File: config.mk
export PLATFORM = sky130hd
export DESIGN_NAME = usb2_ep_in_arb
export DESIGN_NICKNAME = d
export VERILOG_FILES = /design/src/rtl/usb2_ep_in_arb.sv
export SDC_FILE = /design/constraint.sdc
export NUM_CORES = 1
export LEC_CHECK = 0
export CAP_MARGIN = 20
export CELL_PAD_IN_SITES_DETAIL_PLACEMENT = 0
export CELL_PAD_IN_SITES_GLOBAL_PLACEMENT = 2
export CORE_UTILIZATION = 27
export CTS_BUF_LIST = sky130_fd_sc_hd__clkbuf_16
export CTS_CLUSTER_DIAMETER = 30
export DETAILED_ROUTE_END_ITERATION = 10
export GPL_ROUTABILITY_DRIVEN = 0
export GPL_TIMING_DRIVEN = 0
export PLACE_DENSITY_LB_ADDON = 0.15
export SYNTH_ARGS = -nofsm -noshare
export SYNTH_HDL_FRONTEND = slang
export SYNTH_SLANG_ARGS = --single-unit
export TNS_END_PERCENT = 10
File: constraint.sdc
create_clock -name wr_clk -period 2.1 [get_ports wr_clk]
set_input_delay 0.21 -clock wr_clk [delete_from_list [all_inputs] [get_ports wr_clk]]
set_output_delay 0.21 -clock wr_clk [all_outputs]
set_load 0.02 [all_outputs]
File: src/rtl/usb2_ep_in_arb.sv
// usb2_ep_in_arb: round-robin arbiter sharing one double-buffered USB 2.0 IN endpoint write port among 4 requesters.
// Define USB2_EP_ARB_PRIO0_EN to give requester 0 strict priority (1..3 still rotate among themselves).
module usb2_ep_in_arb #(
    parameter int MAX_PKT = 512
) (
    input  logic        wr_clk,
    input  logic        reset,
    input  logic [3:0]  req,
    input  logic [31:0] req_data,
    input  logic [3:0]  req_valid,
    input  logic [3:0]  req_last,
    output logic [3:0]  req_ready,
    output logic [3:0]  grant,
    output logic [8:0]  buf_in_addr,
    output logic [7:0]  buf_in_data,
    output logic        buf_in_wren,
    input  logic        buf_in_ready,
    output logic        buf_in_commit,
    output logic [9:0]  buf_in_commit_len,
    input  logic        buf_in_commit_ack
);
    typedef enum logic [1:0] {IDLE, STREAM, COMMIT, RELEASE} state_t;
    state_t state, nxt;
    logic [1:0] rdy_q, ack_q, last, sel, idx;
    logic [9:0] cnt;
    logic rdy_s, ack_s, found, xfer, close;
    assign rdy_s = rdy_q[1];
    assign ack_s = ack_q[1];
    assign req_ready = (state == STREAM) ? grant : 4'b0;
    assign xfer = |(req_valid & req_ready);
    assign close = xfer ? (req_last[last] || cnt + 10'd1 == 10'(MAX_PKT)) : !req[last];
    assign buf_in_commit_len = buf_in_commit ? cnt : 10'd0;
    // Search starts one past the most recent owner so every requester gets a turn within 4 packets.
    always_comb begin
        sel = last;
        idx = last;
        found = 1'b0;
        for (int k = 1; k <= 4; k++) begin
            idx = last + 2'(k);
`ifdef USB2_EP_ARB_PRIO0_EN
            if (!found && req[idx] && idx != 2'd0) begin
`else
            if (!found && req[idx]) begin
`endif
                sel = idx;
                found = 1'b1;
            end
        end
`ifdef USB2_EP_ARB_PRIO0_EN
        if (req[0]) begin
            sel = 2'd0;
            found = 1'b1;
        end
`endif
    end
    always_comb begin
        nxt = state;
        case (state)
            IDLE:    nxt = (found && rdy_s) ? STREAM : IDLE;
            STREAM:  nxt = close ? COMMIT : STREAM;
            COMMIT:  nxt = ack_s ? RELEASE : COMMIT;
            RELEASE: nxt = ack_s ? RELEASE : IDLE;
            default: nxt = IDLE;
        endcase
    end
    always_ff @(posedge wr_clk or posedge reset) begin
        if (reset) begin
            state <= IDLE;
            rdy_q <= 2'b0;
            ack_q <= 2'b0;
        end else begin
            state <= nxt;
            rdy_q <= {rdy_q[0], buf_in_ready};
            ack_q <= {ack_q[0], buf_in_commit_ack};
        end
    end
    always_ff @(posedge wr_clk or posedge reset) begin
        if (reset) begin
            grant <= 4'b0;
            last <= 2'd3;
            cnt <= 10'd0;
            buf_in_wren <= 1'b0;
            buf_in_addr <= 9'd0;
            buf_in_data <= 8'd0;
            buf_in_commit <= 1'b0;
        end else begin
            buf_in_wren <= xfer;
            // Commit is withheld one cycle so it rises after the final write strobe.
            buf_in_commit <= (state == COMMIT) && !ack_s;
            if (xfer) begin
                buf_in_addr <= cnt[8:0];
                buf_in_data <= req_data[{last, 3'b000} +: 8];
                cnt <= cnt + 10'd1;
            end
            if (state == IDLE && nxt == STREAM) begin
                grant <= 4'b1 << sel;
                last <= sel;
                cnt <= 10'd0;
            end
            if (state == COMMIT && ack_s)
                grant <= 4'b0;
        end
    end
endmodule
## After elaboration in Yosys (flattened, before gate mapping)

Cells that the tools add are included.

| cells by class | value |
|---|---|
| $add $sub $neg | 4 |
| order comparisons | 4 |
| eq/ne operators | 5 |
| shift-type cells | 2 |
| multiplexer cells | 30 |
| bitwise logic cells | 1 |
| reductions and logical operators | 17 |

Operators with widths:

| operator | number |
|---|---|
| $shiftx A32 B6 Y8 | 1 |
| $mux W10 | 3 |
| $lt A2 B3 Y1 const B | 4 |
| $mux W1 | 12 |
| $mux W2 | 6 |
| $mux W4 | 3 |
| $add A10 B1 Y10 const B | 1 |
| $bmux W1 S2 | 5 |
| $eq A10 B10 Y1 const B | 1 |
| $pmux W2 S4 | 1 |
| $logic_and A1 B1 Y1 | 7 |
| $logic_not A1 Y1 | 5 |
| $add A2 B2 Y2 const B | 2 |
| $and A4 B4 Y4 | 1 |
| $eq A2 B1 Y1 const B | 2 |
| $eq A2 B2 Y1 const B | 2 |
| $reduce_bool A2 Y1 | 2 |
| $reduce_or A4 Y1 | 1 |
| $shl A1 B2 Y4 const A | 1 |
| $add A2 B1 Y2 const B | 1 |
| $logic_not A2 Y1 | 1 |
| $logic_or A1 B1 Y1 | 1 |

| storage, ports and cells | value |
|---|---|
| bits in registers | 41 |

## Longest topological paths before layout

| depth | value |
|---|---|
| word-level depth | 20 |
| depth in mapped cells | 6 |

## Worst setup path before layout

No wires, ideal clock.

| timing path | value |
|---|---|
| path type | reg-to-reg |
| start | register last[1] |
| end | register state[0] |
| setup time | 0.126 ns |
| arrival time | 1.593 ns |
| required time | 1.974 ns |
| slack | 0.381 ns |
| stages on the path, launching flop included | 5 |
| path buffers | 0 |
| cells stage by stage | dfstp_2 -> mux4_1 -> mux2i_1 -> a31oi_1 -> a221o_1 |

| on the way | value |
|---|---|
| cells in the longest elaborated chain, start to end | 16 |

RTL lines:

| what | line | text |
|---|---|---|
| start: declaration | 24 | `logic [1:0] rdy_q, ack_q, last, sel, idx;` |
| start signal: assignment | 97 | `last <= sel;` |
| $add A2 B1 Y2 | 39 | `idx = last + 2'(k);` |
| $bmux W1 S2 | 43 | `if (!found && req[idx]) begin` |
| $mux W1 (implied by the code) | 43 |  |
| $mux W1 | 43 |  |
| $logic_not A1 Y1 | 43 |  |
| $logic_and A1 B1 Y1 | 43 |  |
| $mux W1 | 43 |  |
| $logic_not A1 Y1 | 43 |  |
| $logic_and A1 B1 Y1 | 43 |  |
| $mux W1 | 43 |  |
| $logic_not A1 Y1 | 43 |  |
| $logic_and A1 B1 Y1 | 43 |  |
| $mux W1 | 43 |  |
| $logic_and A1 B1 Y1 | 59 | `IDLE: nxt = (found && rdy_s) ? STREAM : IDLE;` |
| $mux W1 | 59 |  |
| $pmux W2 S4 * | 58 | `case (state)` |
| via nxt[0] | 23 | `state_t state, nxt;` |
| end signal: assignment | 72 | `state <= nxt;` |
| end: declaration | 23 |  |

The timed path passes the listed nets; every way through them passes the cells marked *. The select of a mux whose other input is x is not followed.
A chain may end at the register's enable or synchronous reset.

## Worst setup path after layout

| timing path | value |
|---|---|
| start | register cnt[6] |
| end | output buf_in_commit_len[6] |

| on the way | value |
|---|---|
| cells in the longest elaborated chain, start to end | 1 |

RTL lines:

| what | line | text |
|---|---|---|
| start: declaration | 25 | `logic [9:0] cnt;` |
| start signal: assignment | 93 | `cnt <= cnt + 10'd1;` |
| $mux W10 | 32 | `assign buf_in_commit_len = buf_in_commit ? cnt : 10'd0;` |
| end: declaration | 19 | `output logic [9:0] buf_in_commit_len,` |

No other way between the ends.

==> summary.txt <==
Global routing
  • Met2 GRT Util: 0.211
  • Pin count of the biggest net entering global routing: 23
  • Met1 usage in global routing: 0.180
  • GRT busiest layer: met2
  • First-pass GRT wire length: 9060 um
  • GRT Total Usage: 0.134
  • Gr ovfl total: 0
  • Vias in the first global route: 1844
  • Met3 Resource Use GR: 0.0452
  • Initial antenna violation count: 0

Timing
  • Tmin final: ~2 ns
  • Slew at the pin closest to its max-slew limit: about 0.51 ns
  • Setup Viol. Count Final: 0
  • Worst Skew: between 0.008 and 0.009 ns
  • Tcrit/Tclk final: 0.939
  • Slew headroom: 0.657
  • RSZ-0062 raised after global routing: no
  • Setup ws final: 0.128 ns
  • Fin. Hold Viols: 0
  • FMAX: just over 0.5 GHz
  • Final slew viol count: 0

Finish
  • Final-layout fill cell count: just under 800
  • Most frequent cells in the layout: clkdlybuf4s50_1 (84), dfrtp_1 (39), mux2_2 (17), and2_1 (15), nor2_1 (12)
  • Layout cell share with drive strength beyond 1: 0.167
  • Post-Layout Inst Area: between 3000 and 4000 sq um
  • Inserted Diodes: 0
  • Area Overhead vs Synth: 52.4%
  • Layout net count: between 300 and 400
  • Most common cell after layout, fill and taps aside: clkdlybuf4s50_1

Clocking
  • TritonCTS Buffers: 5
  • Largest buffer count on any clock path: 2
  • CTS tree: yes
  • CTS root buf: clkbuf_16
  • CTS Sinks: just over 40
  • Post-CTS Setup Inserts: 0
  • Clock-pin slew on the worst setup and hold paths: roughly 0.06 ns
  • Clk_lat worst skew: 0.28 ns
  • CTS resizes: 0
  • H-tree depth: 2
  • Post-CTS Hold Buffers: 0

Setup path
  • Crit path launch type: flop
  • Setup crit end kind: output pin
  • R2r worst-path depth: 4
  • Worst-path fanout max: 10
  • Crit Reg-Reg Startpoint: last[1]$_DFFE_PP1P_
  • Worst reg2reg setup slack: 0.21 ns
  • Critical Path RT: approximately 1.9 ns
  • CP Data Arrival Time: between 1.5 and 2 ns
  • Critical path type: flop to output pin
  • Reg2Reg Capture Point: state[0]$_DFF_PP0_

Floorplanning
  • Starting density of the core: 0.283
  • Io pins: 85
  • Num rows: 32
  • Die area: 8580 sq um
  • Die height: between 90 and 100 um
  • Core Area: between 7000 and 8000 sq um
  • Die Wd: 92.6 um

Synth
  • Syn. warnings: 0
  • Flip-flop and latch count after synthesis: between 40 and 50
  • Post-synth EDFFs: 0
  • Synth area leader: dfrtp_1
  • Seq/Total Area, Yosys: 0.464
  • Ranking of synthesized cells by area: dfrtp_1 (44%), mux4_2 (9.1%), mux2_2 (8.6%), and2_1 (4.2%), dfstp_2 (2.4%)
  • Post-Syn Area: roughly 2200 sq um
  • Yosys cell types: 43
  • Top FF cell, synth: dfrtp_1
  • Share of the synthesized area in the top cell type: 0.440
  • Async SR Flop Fraction: 1.00
  • Syn Inst Count: roughly 190
  • Mapped Nets: ~240
  • Mapped Avg Cell Area: approximately 11 sq um

Outcome
  • Status: complete, no violations

Place
  • DP Area: ~3200 sq um
  • Pre-CTS setup slack: between 0.02 and 0.025 ns
  • Buffers on Ports: 84
  • DPL Wire Length: 4080 um

Route
  • Router iterations before antenna repair: 4
  • Initial drt markers: 37
  • Avg WL per Cell: approximately 14 um
  • Total Wirelength: 5340 um
  • DR vias/cell: between 4 and 5
  • Post-route ant nets: 0
  • Via count: between 1500 and 2000
  • Remaining DRCs: 0

Worst hold path
  • Hold Path Class: input port to asynchronous set/reset pin

Pwr
  • Worst VDD drop: ~0.48 mV
  • Power Total: 3.51 mW
  • PwrDens: 1040 nW/um^2
  • P_leak: between 1 and 1.5 nW

Job
  • Max-Cap Viols: 0
## report_power, final
part / switching (mW) / total (mW) / internal, mW
combinational: 0.695 / 1.48 / 0.785
clock: 0.297 / 0.853 / 0.556
sequential: 0.176 / 1.18 / 1.00
## worst max-delay path by stage
| stage | startpoint | endpoint | slack, ns | depth (start not counted) |
|---|---|---|---|---|
| after floorplan | last[1]$_DFFE_PP1P_ | state[0]$_DFF_PP0_ | 0.38 | 4 |
| after global placement | reset | rdy_q[0]$_DFF_PP0_ | -0.04 | 2 |
| after detailed placement | req_valid[1] | buf_in_data[1]$_DFFE_PP0N_ | 0.02 | 6 |
| after CTS | cnt[6]$_DFFE_PP0P_ | buf_in_commit_len[6] | 0.12 | 3 |
| after global routing | cnt[6]$_DFFE_PP0P_ | buf_in_commit_len[6] | 0.03 | 3 |
| final | cnt[6]$_DFFE_PP0P_ | buf_in_commit_len[6] | 0.13 | 3 |
## cell families after synthesis
| family | Yosys count | share of synthesized area |
|---|---|---|
| simple gates | 75 | 0.190 |
| flops | 41 | 0.464 |
| mux | 29 | 0.199 |
| compound gates | 22 | 0.0683 |
| buf+inv | 18 | 0.0418 |
| xor+xnor | 8 | 0.0316 |
| fa+ha+maj | 1 | 0.00564 |
## worst max-delay path, cell delays in order (launching register included)
cell and delay, ns:
dfrtp_1 0.36, clkbuf_1 0.35, and2_1 0.19, clkdlybuf4s50_1 0.59
## cell usage after synthesis (2+ instances only)
library cell and n:
dfrtp_1 39, mux2_2 17, and2_1 15, nor2_1 12, nand2_1 11, mux4_2 9, nand3_1 9, a21oi_1 6
xor2_1 6, buf_2 5, clkbuf_1 5, inv_1 5, and3_1 4, nand4_1 4, o21ai_0 4, and4_1 3
nand2b_1 3, a22oi_1 2, and3b_1 2, buf_6 2, dfstp_2 2, mux2i_1 2, nand3b_1 2, nor3b_1 2
nor4_1 2, o21ai_1 2, or3_1 2, xnor2_1 2
## metal layers
| layer | share of wire | vias up |
|---|---|---|
| met4 | 0.0079 | 0 |
| li1 | - | 886 |
| met3 | 0.067 | 5 |
| met1 | 0.46 | 863 |
| met2 | 0.46 | 53 |
| met5 | 0 | - |
## layout make-up
| type | instances | area, sq um | area share |
|---|---|---|---|
| clock buffer | 5 | 125 | 0.0370 |
| clock inverter | 3 | 41.3 | 0.0122 |
| multi-input combinational | 135 | 1100 | 0.324 |
| timing repair buffer | 85 | 868 | 0.257 |
| tap | 102 | 128 | 0.0378 |
| inverter | 5 | 18.8 | 0.00555 |
| buffer | 13 | 73.8 | 0.0218 |
| sequential | 41 | 1030 | 0.304 |
## flip-flops by register name, indices dropped and copies added (netlist names)
signal and flops:
buf_in_addr 9, state 2, rdy_q 2, grant 4, buf_in_commit 1, buf_in_data 8, last 2, ack_q 2
cnt 10, buf_in_wren 1
## stage by stage
stage / hold WS [ns] / cells / utilization / TNS [ns]
detailed placement: 0.337 / 381 / 0.409 / 0
floorplan: 0.241 / 194 / - / 0
finish: 0.271 / 389 / 0.431 / 0
global route: 0.302 / 389 / 0.431 / 0
CTS: 0.286 / 389 / 0.431 / 0
global placement: 0.335 / 380 / 0.406 / -1.51
(Power assumes the default switching activity.)
==> patch: new RTL, same settings <==
Build with the macro `USB2_EP_ARB_PRIO0_EN` defined.
--- a/src/rtl/usb2_ep_in_arb.sv
+++ b/src/rtl/usb2_ep_in_arb.sv
@@ -1,4 +1,6 @@
 // usb2_ep_in_arb: round-robin arbiter sharing one double-buffered USB 2.0 IN endpoint write port among 4 requesters.
 // Define USB2_EP_ARB_PRIO0_EN to give requester 0 strict priority (1..3 still rotate among themselves).
+`define USB2_EP_ARB_PRIO0_EN
+
 module usb2_ep_in_arb #(
     parameter int MAX_PKT = 512
Formal check against the unedited RTL: not equivalent (Yosys sat finds a counterexample within 10 cycles, from zero or initial values and one cycle with reset high).
==> patch against the original RTL <==
- the flow now finishes with violations (setup timing)
- synthesized area increased by 3.7%
- sequential cell count stayed put
- register-to-register slack worse by 0.42 ns
- final area grew 6.5%
- synthesized cell count is 2.6% higher
- die area rose by 3.6%
- power increased by 15%
- worst setup slack got worse by 0.34 ns
- sequential power shrank 4%
- global-route usage rose by 0.84 points
- wire length increased by 12%
- critical path type is now reg -> reg
- critical endpoint is now grant[3]
- largest cell class unchanged
- highest routed layer unchanged
==> patch: results (changes against the original RTL) <==
- Wire length on met3: 250 µm (-30%)
- Clock-cell share: 0.0389 (-0.0103)
- # Post-CTS Setup Buffers: 5 (+5)
- Post-place setup slack: -0.388 ns (-0.411 ns)
- Vias in the first global route: 1826 (-0.98%)
- Final setup viols: 17 (+17)
- Cell total after placement: 388 (+1.8%)
- Via count: 1885 (+4.3%)
- Final setup margin: -0.211 ns (-0.339 ns)
- Mapped Area: 2300 µm² (+3.7%)
- Psw: 0.00147 W (+26%)
- VDD IR max: 0.494 mV (+3.9%)
- Synth top area cells: dfrtp_1 (42%), mux2_2 (8.8%), mux4_2 (8.8%)
- Area share of buffers outside the clock network: 0.268 (-0.0108)
- Logic pwr share: 0.535 (+0.113)
- Met3 Resource Use GR: 0.0307 (-0.0144)
- Layout Nets: 350 (+4.5%)
- Slew @ Worst Pin: 0.858 ns (+0.348 ns)
- WL met1: 2.62 mm (+6.1%)
- Power Clock: 0.000736 W (-14%)
- DR WL met2: 3.03 mm (+23%)
- PostCTS Resize Cnt: 10 (+10)
- Layout Cells excl Fill: 403 (+3.6%)
- Largest net degree at the start of global routing: 42 (+83%)
- Hold Crit Class: reg -> reg
- Tot Pwr: 0.00402 W (+15%)
- Slowest stage delay, CP: 0.54 ns (-0.05 ns)
- Count of cell types in the netlist: 44 (+2.3%)
- Pwr Density: 1120 nW/µm² (+7.6%)
- Global routing's busiest layer: met2
- Register area share after synthesis: 0.447 (-0.0164)
- GR Util met1: 0.187 (+0.00666)
- Highest-delay cell along the critical path: dfstp_2
- Post-DP Area: 3330 µm² (+3.5%)
- 1st-iter DRT viols: 53 (+43%)
- Leakage: 1.48 nW (+5.0%)
- GRT Total Usage: 0.143 (+0.00839)
- Failing checks: setup timing
- Comb_multi_in: 146 (+8.1%)
- Non-Clock Buffer Count: 99 (+1.0%)
- Status: complete, but fails checks
- Cell family with most CP delay: simple AND/OR/NAND/NOR gates
- Hold_ws: 0.351 ns (+0.0802 ns)
- GRT met2 Usage: 0.236 (+0.0244)
- Filler instances: 784 (-1.3%)
- Net Count, Synth: 252 (+3.7%)
- Worst Skew: 0.00719 ns (-0.00136 ns)
- Layout cells sized above 1: 0.235 (+0.0677)
- Hpwl dp: 4.39 mm (+7.6%)
- Post-Route WL: 5.98 mm (+12%)
- Commonest cells post-synth: dfrtp_1 (39), mux2_2 (18), nor2_1 (17)
patch: cell types whose count changed in the layout (fill, tap and decap cells not counted), sizes merged, moves of 3 or more:
cell / delta
nand3: -7
mux2i: +6
nand2: +5
nor2: +5
buf: +4
ha: +4
clkbuf: -3
o21ai: -3
patch: final timing paths:
| check | from | endpoint | depth (start not counted) |
|---|---|---|---|
| worst max-delay path | last[0] | grant[3] | 10 |
| worst min-delay path | ack_q[0] | ack_q[1] | 0 |
| worst max register to register | last[0] | grant[3] | 10 |
| worst min register to register | ack_q[0] | ack_q[1] | 0 |
| max in group asynchronous | reset | state[1] | 2 |
| min in group asynchronous | reset | buf_in_addr[2] | 2 |
patch: cells by family (layout without fill, tap and decap cells):
logic type,count (synthesis),count (layout),synth area share
compound gates,25,25,0.0817
mux,35,35,0.211
fa+ha+maj,5,5,0.0272
xor+xnor,10,10,0.0381
buf+inv,12,111,0.0310
flops,41,41,0.447
simple gates,71,71,0.163
